## config.mk

```make
export PLATFORM = sky130hd
export DESIGN_NAME = fare_meter_bcd
export DESIGN_NICKNAME = d
export VERILOG_FILES = /design/src/rtl/fare_meter_pkg.sv /design/src/rtl/bcd_add_sat.sv /design/src/rtl/fare_meter_bcd.sv
export SDC_FILE = /design/constraint.sdc
export NUM_CORES = 1
export LEC_CHECK = 0
export CORE_MARGIN = 3
export CORE_UTILIZATION = 30
export CTS_CLUSTER_SIZE = 14
export DETAILED_ROUTE_END_ITERATION = 8
export PLACE_DENSITY = 0.53
export SLEW_MARGIN = 40
export SYNTH_ARGS = -nofsm -noshare
export SYNTH_HDL_FRONTEND = slang
export SYNTH_SLANG_ARGS = --single-unit
```

## constraint.sdc

```tcl
create_clock -name clk -period 23.2 [get_ports clk]
set_input_delay 6.96 -clock clk [delete_from_list [all_inputs] [get_ports clk]]
set_output_delay 6.96 -clock clk [all_outputs]
set_load 0.03 [all_outputs]
```

## src/rtl/fare_meter_pkg.sv

```systemverilog
// rtl/fare_meter_pkg.sv - shared trip-state codes, FSM encoding and BCD validity helper
package fare_meter_pkg;

    localparam logic [1:0] ST_IDLE = 2'b00;
    localparam logic [1:0] ST_MOVE = 2'b01;
    localparam logic [1:0] ST_WAIT = 2'b11;
    localparam logic [1:0] ST_RSVD = 2'b10;

    typedef enum logic [1:0] {
        S_IDLE   = 2'b00,
        S_FREE   = 2'b01,
        S_CHARGE = 2'b10
    } fsm_t;

    // Zero-extended inputs pass, so any width up to 16 digits can be checked.
    function automatic logic is_bcd(input logic [63:0] v);
        logic ok;
        ok = 1'b1;
        for (int i = 0; i < 16; i++) begin
            if (v[4*i +: 4] > 4'd9) begin
                ok = 1'b0;
            end
        end
        return ok;
    endfunction

endpackage

```

## src/rtl/bcd_add_sat.sv

```systemverilog
// rtl/bcd_add_sat.sv - combinational digit-serial BCD adder clamping to all 9s on overflow
module bcd_add_sat #(
    parameter int DIGITS = 5
) (
    input  logic [4*DIGITS-1:0] a,
    input  logic [4*DIGITS-1:0] b,
    output logic [4*DIGITS-1:0] sum,
    output logic                ovf
);

    logic [4*DIGITS-1:0] raw;
    logic [4:0]          digit;
    logic                carry;

    always_comb begin
        raw   = '0;
        digit = '0;
        carry = 1'b0;
        for (int i = 0; i < DIGITS; i++) begin
            digit = {1'b0, a[4*i +: 4]} + {1'b0, b[4*i +: 4]} + {4'b0000, carry};
            if (digit > 5'd9) begin
                digit          = digit - 5'd10;
                carry          = 1'b1;
            end else begin
                carry          = 1'b0;
            end
            raw[4*i +: 4] = digit[3:0];
        end
    end

    assign ovf = carry;
    assign sum = carry ? {DIGITS{4'h9}} : raw;

endmodule

```

## src/rtl/fare_meter_bcd.sv

```systemverilog
// rtl/fare_meter_bcd.sv - BCD taxi fare meter; `define NIGHT_RATE_EN adds the night port and night distance rate
module fare_meter_bcd
    import fare_meter_pkg::*;
#(
    parameter int                  DIGITS         = 5,
    parameter int                  DIST_DIV       = 10,
    parameter int                  TIME_DIV       = 600,
    parameter int                  FREE_UNITS     = 300,
    parameter logic [4*DIGITS-1:0] START_FARE     = 'h09000,
    parameter logic [4*DIGITS-1:0] DIST_INC       = 'h00024,
    parameter logic [4*DIGITS-1:0] TIME_INC       = 'h01000,
    parameter logic [4*DIGITS-1:0] DIST_INC_NIGHT = 'h00031
) (
    input  logic                clk,
    input  logic                rst,
    input  logic [1:0]          state,
`ifdef NIGHT_RATE_EN
    input  logic                night,
`endif
    output logic [4*DIGITS-1:0] fare,
    output logic [4*DIGITS-1:0] fare_locked,
    output logic                done,
    output logic                sat,
    output logic                active
);

    localparam int W   = 4 * DIGITS;
    localparam int DCW = (DIST_DIV > 1) ? $clog2(DIST_DIV) : 1;
    localparam int TCW = (TIME_DIV > 1) ? $clog2(TIME_DIV) : 1;
    localparam int UCW = $clog2(FREE_UNITS + 1);

    if (!(is_bcd(64'(START_FARE)) && is_bcd(64'(DIST_INC)) && is_bcd(64'(TIME_INC)) &&
          is_bcd(64'(DIST_INC_NIGHT)) && DIST_DIV >= 1 && TIME_DIV >= 1 && FREE_UNITS >= 1 &&
          DIGITS >= 1 && DIGITS <= 16)) begin : g_bad_params
        $fatal(1, "fare_meter_bcd: invalid parameter set");
    end

    fsm_t           fsm;
    fsm_t           fsm_nxt;
    logic [DCW-1:0] dist_cnt;
    logic [TCW-1:0] time_cnt;
    logic [UCW-1:0] unit_cnt;

    logic           is_move;
    logic           is_wait;
    logic           is_idle;
    logic           dist_tick;
    logic           time_tick;
    logic           free_done;

    logic           trip_start;
    logic           trip_end;
    logic           add_en;
    logic           night_sel;
    logic [W-1:0]   inc;
    logic [W-1:0]   sum;
    logic           ovf;

    assign is_move   = (state == ST_MOVE);
    assign is_wait   = (state == ST_WAIT);
    assign is_idle   = (state == ST_IDLE);
    assign dist_tick = is_move && (dist_cnt == DCW'(DIST_DIV - 1));
    assign time_tick = is_wait && (time_cnt == TCW'(TIME_DIV - 1));
    assign free_done = dist_tick && (unit_cnt == UCW'(FREE_UNITS - 1));

`ifdef NIGHT_RATE_EN
    assign night_sel = night;
`else
    assign night_sel = 1'b0;
`endif

    always_ff @(posedge clk) begin
        if (rst) begin
            fsm <= S_IDLE;
        end else begin
            fsm <= fsm_nxt;
        end
    end

    always_comb begin
        fsm_nxt = fsm;
        case (fsm)
            S_IDLE: begin
                if (is_move || is_wait) begin
                    fsm_nxt = S_FREE;
                end
            end
            S_FREE: begin
                if (is_idle) begin
                    fsm_nxt = S_IDLE;
                end else if (free_done) begin
                    fsm_nxt = S_CHARGE;
                end
            end
            S_CHARGE: begin
                if (is_idle) begin
                    fsm_nxt = S_IDLE;
                end
            end
            default: fsm_nxt = S_IDLE;
        endcase
    end

    // The tick that exhausts the free distance is itself free, so only S_CHARGE charges distance.
    always_comb begin
        trip_start = 1'b0;
        trip_end   = 1'b0;
        add_en     = 1'b0;
        inc        = TIME_INC;
        case (fsm)
            S_IDLE: begin
                trip_start = is_move || is_wait;
            end
            S_FREE: begin
                trip_end = is_idle;
                add_en   = time_tick;
            end
            S_CHARGE: begin
                trip_end = is_idle;
                add_en   = time_tick || dist_tick;
                if (dist_tick) begin
                    inc = night_sel ? DIST_INC_NIGHT : DIST_INC;
                end
            end
            default: begin
                trip_end = 1'b0;
            end
        endcase
    end

    // Counters keep running on the trip-start edge; only the fare update is suppressed there.
    always_ff @(posedge clk) begin
        if (rst || trip_end) begin
            dist_cnt <= '0;
            time_cnt <= '0;
            unit_cnt <= '0;
        end else begin
            if (is_move) begin
                dist_cnt <= dist_tick ? '0 : dist_cnt + 1'b1;
            end
            if (is_wait) begin
                time_cnt <= time_tick ? '0 : time_cnt + 1'b1;
            end
            if (fsm == S_FREE && dist_tick) begin
                unit_cnt <= unit_cnt + 1'b1;
            end
        end
    end

    bcd_add_sat #(
        .DIGITS(DIGITS)
    ) u_add (
        .a  (fare),
        .b  (inc),
        .sum(sum),
        .ovf(ovf)
    );

    always_ff @(posedge clk) begin
        if (rst) begin
            fare        <= '0;
            fare_locked <= '0;
            done        <= 1'b0;
            sat         <= 1'b0;
            active      <= 1'b0;
        end else begin
            done <= 1'b0;
            if (trip_start) begin
                fare   <= START_FARE;
                sat    <= 1'b0;
                active <= 1'b1;
            end else if (trip_end) begin
                fare_locked <= fare;
                done        <= 1'b1;
                fare        <= '0;
                active      <= 1'b0;
            end else if (add_en) begin
                fare <= sum;
                if (ovf) begin
                    sat <= 1'b1;
                end
            end
        end
    end

endmodule

```

==> results of run 1 <==
[sequential cells by signal, summed over array words and instances (netlist names)]
| signal | flops |
|---|---|
| fare | 20 |
| fare_locked | 20 |
| time_cnt | 10 |
| unit_cnt | 9 |
| dist_cnt | 4 |
| fsm | 2 |
| active | 1 |
| done | 1 |
| sat | 1 |
[cell families after synthesis]
logic type,share of synthesized area
fa+ha+maj,0.0848
xor+xnor,0.0739
mux,0.00581
flops,0.372
compound gates,0.179
simple gates,0.235
buf+inv,0.0496
[Yosys cell counts, types with 2 or more instances]
cell type | count | area (µm²)
a211oi_1 | 6 | 45.0
a21oi_1 | 40 | 200
a22o_1 | 2 | 17.5
a22oi_1 | 4 | 30.0
a31oi_1 | 4 | 25.0
a41oi_1 | 4 | 35.0
and2_1 | 3 | 18.8
and3_1 | 7 | 43.8
buf_6 | 2 | 22.5
clkbuf_1 | 17 | 63.8
dfxtp_1 | 68 | 1360
fa_1 | 2 | 40.0
ha_1 | 20 | 250
inv_1 | 21 | 78.8
maj3_1 | 2 | 20.0
nand2_1 | 77 | 289
nand2b_1 | 2 | 12.5
nand3_1 | 14 | 70.1
nand3b_1 | 3 | 22.5
nand4_1 | 7 | 43.8
nor2_1 | 43 | 161
nor3_1 | 9 | 45.0
nor3b_1 | 2 | 15.0
nor4bb_1 | 2 | 20.0
o211ai_1 | 2 | 15.0
o21a_1 | 2 | 15.0
o21ai_0 | 17 | 85.1
o21ai_1 | 2 | 10.0
o221a_2 | 4 | 45.0
o22a_1 | 2 | 17.5
o22ai_1 | 3 | 18.8
xnor2_1 | 17 | 149
xor2_1 | 12 | 105
[worst paths after layout]
| kind | from | endpoint | cells past startpoint |
|---|---|---|---|
| worst max-delay path | state[0] | fare[6] | 34 |
| worst min-delay path | fare_locked[3] | fare_locked[3] | 2 |
| worst max register to register | dist_cnt[0] | fare[6] | 34 |
| worst min register to register | fare_locked[3] | fare_locked[3] | 2 |
[area by class of cell]
cell class | count | area (µm²)
Clock inverter | 5 | 83.8
Multi-Input combinational cell | 340 | 2120
Sequential cell | 68 | 1360
Tap cell | 143 | 179
Inverter | 21 | 78.8
Clock buffer | 11 | 253
Fill cell | 1154 | 7110
Timing Repair Buffer | 48 | 475
[metal layers]
metal | track usage | vias to the layer above
li1 | - | 1656
met1 | 0.183 | 1478
met2 | 0.213 | 57
met3 | 0.0508 | 7
met4 | 0.0379 | 0
met5 | 0 | -
[critical path: cells and delay by family]
family	cells	cell delay [ns]
AOI/OAI and AO/OA	8	1.68
xor gates and xnor gates	2	0.29
adders and majority gates	11	3.12
buffers and inverters	3	0.98
muxes	1	0.09
and+or+nand+nor	9	2.80
[report_power, final]
part           switching, µW  internal (µW)
clock                   51.8            100
combinational           14.6           7.40
sequential              1.97            119
total                   68.3            226
[stage by stage]
step | util | cells | instance area [µm²]
detailed placement | 0.362 | 620 | 4220
finish | 0.391 | 636 | 4550
floorplan | - | 451 | 3660
CTS | 0.391 | 636 | 4550
global placement | 0.361 | 620 | 4220
global route | 0.391 | 636 | 4550
==> flow_summary.yaml, run 1 <==
status:
  status: "finished, final reports clean"
floorplanning:
  die_x_um: 116
  rows: 39
  die_y_um: 116
  dieArea_mm2: 0.0136
  core_area_mm2: 0.0117
  start_util: 0.314
  ioPinCount: 47
clock_network:
  ctsHoldBuffers: 0
  cts_buffers: 9
  post_cts_buffers: 0
  clock_path_buffers: 2
  cts_resized: 0
  cts_sinks: 68
  clk_pin_slew_worst_paths_ns: 0.05
  cts_tree: "done"
  root_buffer: "clkbuf_16"
  clk_latency_ns: 0.34
  cts-htree-levels: 3
drt:
  ant_nets: 0
  wl_per_cell_um: 14.0
  viasPerCell: 5.03
  wl_met1_mm: 4.33
  initialDrtViolationCount: 175
  num_vias: 3198
  dr.pass1.iters: 4
  wl_met3_um: 451
  drc: 0
  wl_met2_mm: 4.01
  wl_mm: 8.89
  top_layer: "met4"
min_path:
  hold_path.class: "flip-flop to flip-flop"
power_and_ir_drop:
  peakVddDrop_mv: 0.0252
  p_per_area_mw_per_mm2: 64.6
  power.total_uw: 294
  leakage_uw: 0.00160
setup_path:
  cpPeakStageDelay_ns: 0.81
  rrSetupSlack_ns: 14.65
  critical_path_class: "input port to flip-flop"
  critPathRequiredTime_ns: 23.46
  worstSetupEndpointType: "flip-flop"
  slowest_stage: "clkdlybuf4s50_1"
  cpMostUsedCell: "ha_1"
  crit_arrival_ns: 15.93
  worst-path-max-fanout: 15
  critPathLaunchType: "input port"
synthesis:
  synth_nets: 477
  synth_warnings: 0
  synthFlopType: "dfxtp_1"
  synth-async-reset-ratio: 0
  ys_types: 62
  synth_enable_flop_cells: 0
  syn_avg_cell_area_um2: 8.11
  syn_inst: 451
  synth-seq-cells: 68
  yosysSeqAreaShare: 0.372
  synth_area_mm2: 0.00366
placement:
  post-dp-hpwl_mm: 6.44
  place_congestion: 0.791
  dp_slack_ns: 7.25
  port_buffers: 46
timing:
  finalCritPeriodShare: 0.676
  post-route-worst-setup-slack_ns: 7.53
  whs_ns: 0.452
  setup_viol: 0
  relSlewSlack: 0.642
  rsz0062_at_grt: "no"
  hold_viol: 0
  worst_clock_skew_ns: 0.00781
  fin_crit_ns: 15.67
  fmax_mhz: 63.8
  setup_tns_ns: 0
  worst_pin_slew_ns: 0.535
  drv_slew: 0
finish:
  nets: 514
  final_common_cell: "nand2_1"
  syn_to_final_growth_pct: 24.5
  antenna_cells: 0
  drive_above_1_share: 0.0730
  most-common-layout-cells: "nand2_1, dfxtp_1, clkdlybuf4s50_1"
global_route:
  grt_pass1_vias: 3015
  antenna_found_initial: 0
  grt.overflow.total: 0
  grt_first_pass_wirelength_mm: 14.8
  grt_usage: 0.138
  grt_max_degree: 30
run:
  cap_violations: 0
(Power assumes the default switching activity.)
==> run 2, diff against run 1 <==
Settings changed: PLACE_DENSITY 0.53 to 0.54.
Clock period 23.2 ns to 13.7 ns, I/O delays scaled along.
==> run 2 against run 1 <==
Against the previous run: global-route usage is 0.46 points higher; sequential power increased by 70%; non-clock buffer count grew 1; combinational power rose by 71%; power increased by 62%; register-to-register slack lost 9.5 ns; sequential cell count is the same; count of clock-buffer cells in the layout decreased by 1; largest power group unchanged.
==> flow_summary.yaml, run 2 (synthesized netlist as in run 1, its figures left out) <==
setup_path:
  cpPeakStageDelay_ns: 0.53
  worstSetupEndpointType: "flip-flop"
  worstRegToRegCells: 34
  r2r-end: "fare[1]"
  rrSetupSlack_ns: 5.15
  worst-path-max-fanout: 15
  r2r_start: "dist_cnt[0]"
  critPathRequiredTime_ns: 13.98
  slowest_stage: "or4bb_1"
  cpMostUsedCell: "ha_1"
  crit_arrival_ns: 12.86
  critPathBufInv: 5
  critPathLaunchType: "input port"
  critical_path_class: "input port to flip-flop"
  crit_family: "adder cells"
clock_network:
  clock_path_buffers: 2
  cts-htree-levels: 3
  post_cts_buffers: 0
  cts_resized: 0
  root_buffer: "clkbuf_16"
  ctsHoldBuffers: 0
  cts_tree: "done"
  clk_latency_ns: 0.34
  clk_pin_slew_worst_paths_ns: 0.05
  cts_sinks: 68
  cts_buffers: 9
timing:
  worst_clock_skew_ns: 0.00854
  finalCritPeriodShare: 0.918
  hold_viol: 0
  rsz0062_at_grt: "no"
  relSlewSlack: 0.654
  fmax_mhz: 79.5
  whs_ns: 0.453
  post-route-worst-setup-slack_ns: 1.12
  drv_slew: 0
  setup_tns_ns: 0
  worst_pin_slew_ns: 0.518
  fin_crit_ns: 12.58
  setup_viol: 0
finish:
  utilization: 0.388
  most-common-layout-cells: "nand2_1, dfxtp_1, clkdlybuf4s50_1"
  nFillCells: 1169
  antenna_cells: 0
  nets: 515
  drive_above_1_share: 0.0749
  syn_to_final_growth_pct: 23.8
  final_common_cell: "nand2_1"
  reg_top3: "fare (20), fare_locked (20), time_cnt (10)"
power_and_ir_drop:
  pwr-share-clk: 0.492
  internal_power_uw: 359
  p_per_area_mw_per_mm2: 105
  pwr-share-comb: 0.079
  switching_share: 0.246
  peakVddDrop_mv: 0.0576
  switchingPower_uw: 117
  p_seq_frac: 0.429
  leakage_uw: 0.00159
  power.total_uw: 476
floorplanning:
  die_y_um: 116
  die_x_um: 116
  dieArea_mm2: 0.0136
  core_area_mm2: 0.0117
  ioPinCount: 47
  start_util: 0.314
  rows: 39
global_route:
  grt_max_degree: 30
  grt_pass1_vias: 2985
  grt_usage: 0.143
  grt.overflow.total: 0
  grt_first_pass_wirelength_mm: 15.1
  antenna_found_initial: 0
drt:
  ant_nets: 0
  dr.pass1.iters: 6
  wl_per_cell_um: 14.3
  viasPerCell: 5.03
  initialDrtViolationCount: 202
  wl_mm: 9.11
  drc: 0
  num_vias: 3206
placement:
  dp_slack_ns: 0.756
  post-dp-hpwl_mm: 6.57
  port_buffers: 46
  place_congestion: 0.808
min_path:
  hold_depth: 2
  min_from: "fare_locked[9]"
  hold_path.class: "flip-flop to flip-flop"
  hold_path_end: "fare_locked[9]"
run:
  cap_violations: 0
status:
  status: "finished, final reports clean"
[run 2: power by group through the flow]
stage / clock, µW / combinational [µW] / sequential [µW]
CTS: 240 / 38.3 / 204
floorplan: 0 / 24.7 / 210
global route: 250 / 42.4 / 205
finish: 234 / 37.7 / 204
global placement: 0 / 37.3 / 208
detailed placement: 0 / 38.2 / 208
[run 2: worst max path at each step]
stage | from | end | slack, ns | cells past startpoint
after global routing | state[0] | fare[1] | 0.40 | 35
final | state[0] | fare[1] | 1.12 | 35
after detailed placement | state[0] | fare[1] | 0.76 | 35
after global placement | state[0] | fare[6] | 1.11 | 35
after CTS | state[0] | fare[1] | 1.11 | 35
after floorplan | state[1] | fare[1] | 2.43 | 37
[run 2: through the flow]
| step | area, µm² | cells |
|---|---|---|
| floorplan | 3660 | 451 |
| global placement | 4220 | 621 |
| detailed placement | 4230 | 621 |
| CTS | 4530 | 637 |
| global route | 4530 | 637 |
| finish | 4530 | 637 |
[run 2: final cells by class]
cell class	instances	area, µm²	area share
repair buffers	49	483	0.107
clock buffers	10	239	0.0528
well taps	143	179	0.0395
inverters	21	78.8	0.0174
multi-input cells	340	2120	0.469
flip-flops and latches	68	1360	0.301
clock inverters	6	63.8	0.0141
[run 2: per-layer routing]
metal,vias up,global-route usage,wire length [µm]
li1,1653,-,-
met1,1485,0.201,4580
met2,55,0.209,3990
met3,13,0.0311,375
met4,0,0.0657,161
met5,-,0,0
[run 2: tightest hold or removal path, stage by stage (launching register included)]
cell,delay [ns]
dfxtp_1,0.30
nand2_1,0.05
a21oi_1,0.05
==> run 3, diff against run 2 <==
Settings changed: CORE_MARGIN 3 to 2.
==> run 3 against run 2 <==
Against the previous run: sequential share of layout area decreased by 0.075 points; final cell count increased by 0.63%; combinational power increased by 2%; worst setup slack got worse by 0.041 ns; register-to-register slack got worse by 0.05 ns; design area increased by 0.25%; largest cell class unchanged; largest power group unchanged.
==> flow_summary.yaml, run 3 (synthesized netlist as in run 1, its figures left out) <==
status:
  status: "finished, final reports clean"
floorplanning:
  core_area_mm2: 0.0120
  die_y_um: 114
  start_util: 0.306
  die_x_um: 114
  dieArea_mm2: 0.0131
  ioPinCount: 47
  rows: 40
drt:
  initialDrtViolationCount: 180
  drc: 0
  wl_mm: 9.14
  ant_nets: 0
  viasPerCell: 5.08
  num_vias: 3256
  dr.pass1.iters: 4
  wl_per_cell_um: 14.3
finish:
  nets: 515
  most-common-layout-cells: "nand2_1, dfxtp_1, clkdlybuf4s50_1"
  utilization: 0.379
  drive_above_1_share: 0.0749
  final_common_cell: "nand2_1"
  reg_top3: "fare (20), fare_locked (20), time_cnt (10)"
  antenna_cells: 0
  finalNonFillerCells: 641
  syn_to_final_growth_pct: 24.1
  multi_input_area_mm2: 0.00213
  seq_area_mm2: 0.00136
  nFillCells: 1225
setup_path:
  cpMostUsedCell: "ha_1"
  critPathLaunchType: "input port"
  critPathRequiredTime_ns: 13.97
  rrSetupSlack_ns: 5.10
  cpPeakStageDelay_ns: 0.55
  critical_path_class: "input port to flip-flop"
  worst-path-max-fanout: 15
  slowest_stage: "or4bb_1"
  crit_arrival_ns: 12.90
  worstSetupEndpointType: "flip-flop"
power_and_ir_drop:
  peakVddDrop_mv: 0.0588
  leakage_uw: 0.00160
  p_per_area_mw_per_mm2: 105
clock_network:
  cts_sinks: 68
  cts_resized: 0
  post_cts_buffers: 0
  clock_path_buffers: 2
  cts_tree: "done"
  cts_buffers: 9
  clk_latency_ns: 0.33
  ctsHoldBuffers: 0
  root_buffer: "clkbuf_16"
  cts-htree-levels: 3
  clk_pin_slew_worst_paths_ns: 0.06
timing:
  fmax_mhz: 79.2
  rsz0062_at_grt: "no"
  relSlewSlack: 0.598
  whs_ns: 0.451
  fin_crit_ns: 12.62
  hold_viol: 0
  setup_tns_ns: 0
  worst_clock_skew_ns: 0.00860
  worst_pin_slew_ns: 0.602
  setup_viol: 0
  drv_slew: 0
  finalCritPeriodShare: 0.921
run:
  cap_violations: 0
min_path:
  hold_path.class: "flip-flop to flip-flop"
global_route:
  grt_usage: 0.149
  grt.overflow.total: 0
  grt_max_degree: 30
  antenna_found_initial: 0
  grt_first_pass_wirelength_mm: 15.5
  grt_pass1_vias: 3178
placement:
  place_congestion: 0.868
  post-dp-hpwl_mm: 6.52
  port_buffers: 46
  dpl.cell_count: 625
run 3: through the flow:
step,cell area (µm²),worst slack (ns),power [µW]
floorplan,3660,2.43,234
global placement,4230,1.14,246
finish,4540,1.08,476
CTS,4540,1.13,483
global route,4540,0.436,497
detailed placement,4240,0.811,247
run 3: path summary, 6_finish.rpt:
kind | from | to | cells after the start
setup / recovery | state[0] | fare[1] | 35
hold / removal | fare_locked[2] | fare_locked[2] | 2
setup reg to reg | dist_cnt[0] | fare[1] | 34
hold reg to reg | fare_locked[2] | fare_locked[2] | 2
run 3: final cells by class:
cell class / count / area share
tap: 147 / 0.0405
sequential: 68 / 0.300
multi-input combinational: 340 / 0.469
clock inverter: 6 / 0.0141
inverter: 21 / 0.0174
timing repair buffer: 49 / 0.106
clock buffer: 10 / 0.0526
run 3: worst max-delay path: cells and delay by family:
family	cells	cell delay [ns]
compound gates	7	1.47
xor+xnor	2	0.30
fa+ha+maj	11	3.15
buf+inv	4	0.79
mux	1	0.10
simple gates	10	2.97
run 3: report_power, final:
group / internal [µW] / leakage [µW] / switching, µW
logic: 13.0 / 0.000902 / 25.5
clock network: 145 / 0.000144 / 88.5
registers: 201 / 0.000549 / 3.09
total: 359 / 0.00160 / 117
run 3: routing by layer:
layer / vias up / wire length, µm / GRT usage
met5: - / 0 / 0
met2: 62 / 4400 / 0.244
met4: 0 / 151 / 0.0675
met1: 1532 / 4250 / 0.190
li1: 1648 / - / -
met3: 14 / 334 / 0.0296
==> patch: new RTL, settings of run 1 <==
Make the reset (`rst`) asynchronous in 2 clocked blocks.
--- a/src/rtl/fare_meter_bcd.sv
+++ b/src/rtl/fare_meter_bcd.sv
@@ -69,7 +69,7 @@
     assign night_sel = 1'b0;
 `endif
 
-    always_ff @(posedge clk) begin
+    always_ff @(posedge clk or posedge rst) begin
         if (rst) begin
             fsm <= S_IDLE;
         end else begin
@@ -156,7 +156,7 @@
         .ovf(ovf)
     );
 
-    always_ff @(posedge clk) begin
+    always_ff @(posedge clk or posedge rst) begin
         if (rst) begin
             fare        <= '0;
             fare_locked <= '0;
Formal check against the unedited RTL: differs if rst is asserted again (counterexample within 4 cycles, from zero or initial values and one cycle with rst high); with rst held inactive, the same outputs for 10 cycles.
==> patch against run 1 <==
Routed wire length up 3.4%; area after synthesis up 3.8%; sequential cell count is the same; sequential share of layout area rose by 4.2 points; final area grew 2.1%; setup slack improved by 0.78 ns.
Power is not compared: it rests on default switching activity, and its combinational part moved more than twofold at a synthesized area within 25%.
==> patch: results (changes against run 1) <==
outcome: "completed"
dp_hpwl_um: 6590  # +2.5%
track_usage: 0.136  # -0.00193
worst_r2r_path_depth: 32  # -5.9%
holdWs_ns: 0.470  # +0.0183 ns
placedCellCount: 632  # +1.9%
grt_pass1_vias: 3053  # +1.3%
ys_types: 57  # -8.1%
async_flop_share: 0.662  # +0.662
via_per_inst: 4.81  # -4.3%
synth_nets: 461  # -3.4%
vias: 3118  # -2.5%
yosys-top-cells-area: "dfrtp_1, dfxtp_1, nand2_1, ha_1, o21ai_0"
ys_seq_area_frac: 0.418  # +0.0457
netlist_instances: 435  # -3.5%
synth-xor-area-share: 0.0623  # -0.0116
grt_max_degree: 48  # +60%
synthAdderAreaFrac: 0.0791  # -0.00574
max_freq_mhz: 67.2  # +5.3%
layout-drive-gt1-share: 0.0604  # -0.0126
dr_wl_met3_um: 372  # -18%
min_to: "fare_locked[9]$_DFFE_PP0P_"
grt_first_pass_wirelength_um: 15400  # +4.5%
synth_common_cells: "nand2_1, dfrtp_1, nor2_1, o21ai_0"
synthMuxAreaShare: 0.00527  # -0.000542
first_iter_violations: 142  # -19%
pre_cts_ws_ns: 8.07  # +0.818 ns
wl_per_cell_um: 14.2  # +1.5%
ys.flop_type: "dfrtp_1"
met1_usage: 0.179  # -0.00398
synth_compound_area_frac: 0.161  # -0.0177
r2r_setup_slack_ns: 15.09  # +0.44 ns
fillers: 1295  # +12%
layout.nets: 501  # -2.5%
relSlewSlack: 0.438  # -0.205
==> patch: power groups by stage <==
stage / Clock (mW) / Sequential [mW] / Combinational [mW]
global route: 0.133 / 0.130 / 0.0714
detailed placement: 0 / 0.132 / 0.0650
finish: 0.122 / 0.129 / 0.0642
global placement: 0 / 0.132 / 0.0643
CTS: 0.128 / 0.129 / 0.0652
floorplan: 0 / 0.138 / 0.0367
==> patch: final cells by class <==
type	count	area, sq um	share of cell area
Clock inverter	3	15.0	0.00323
Inverter	22	82.6	0.0178
Timing Repair Buffer	48	475	0.102
Tap cell	168	210	0.0452
Sequential cell	68	1590	0.341
Clock buffer	13	250	0.0538
Multi-Input combinational cell	326	2030	0.436
==> patch: critical path: cells and delay by family <==
family          cells  cell delay (ns)
buf+inv             4             1.07
xor+xnor            1             0.18
compound gates     11             2.45
fa+ha+maj          10             2.94
simple gates        6             1.55
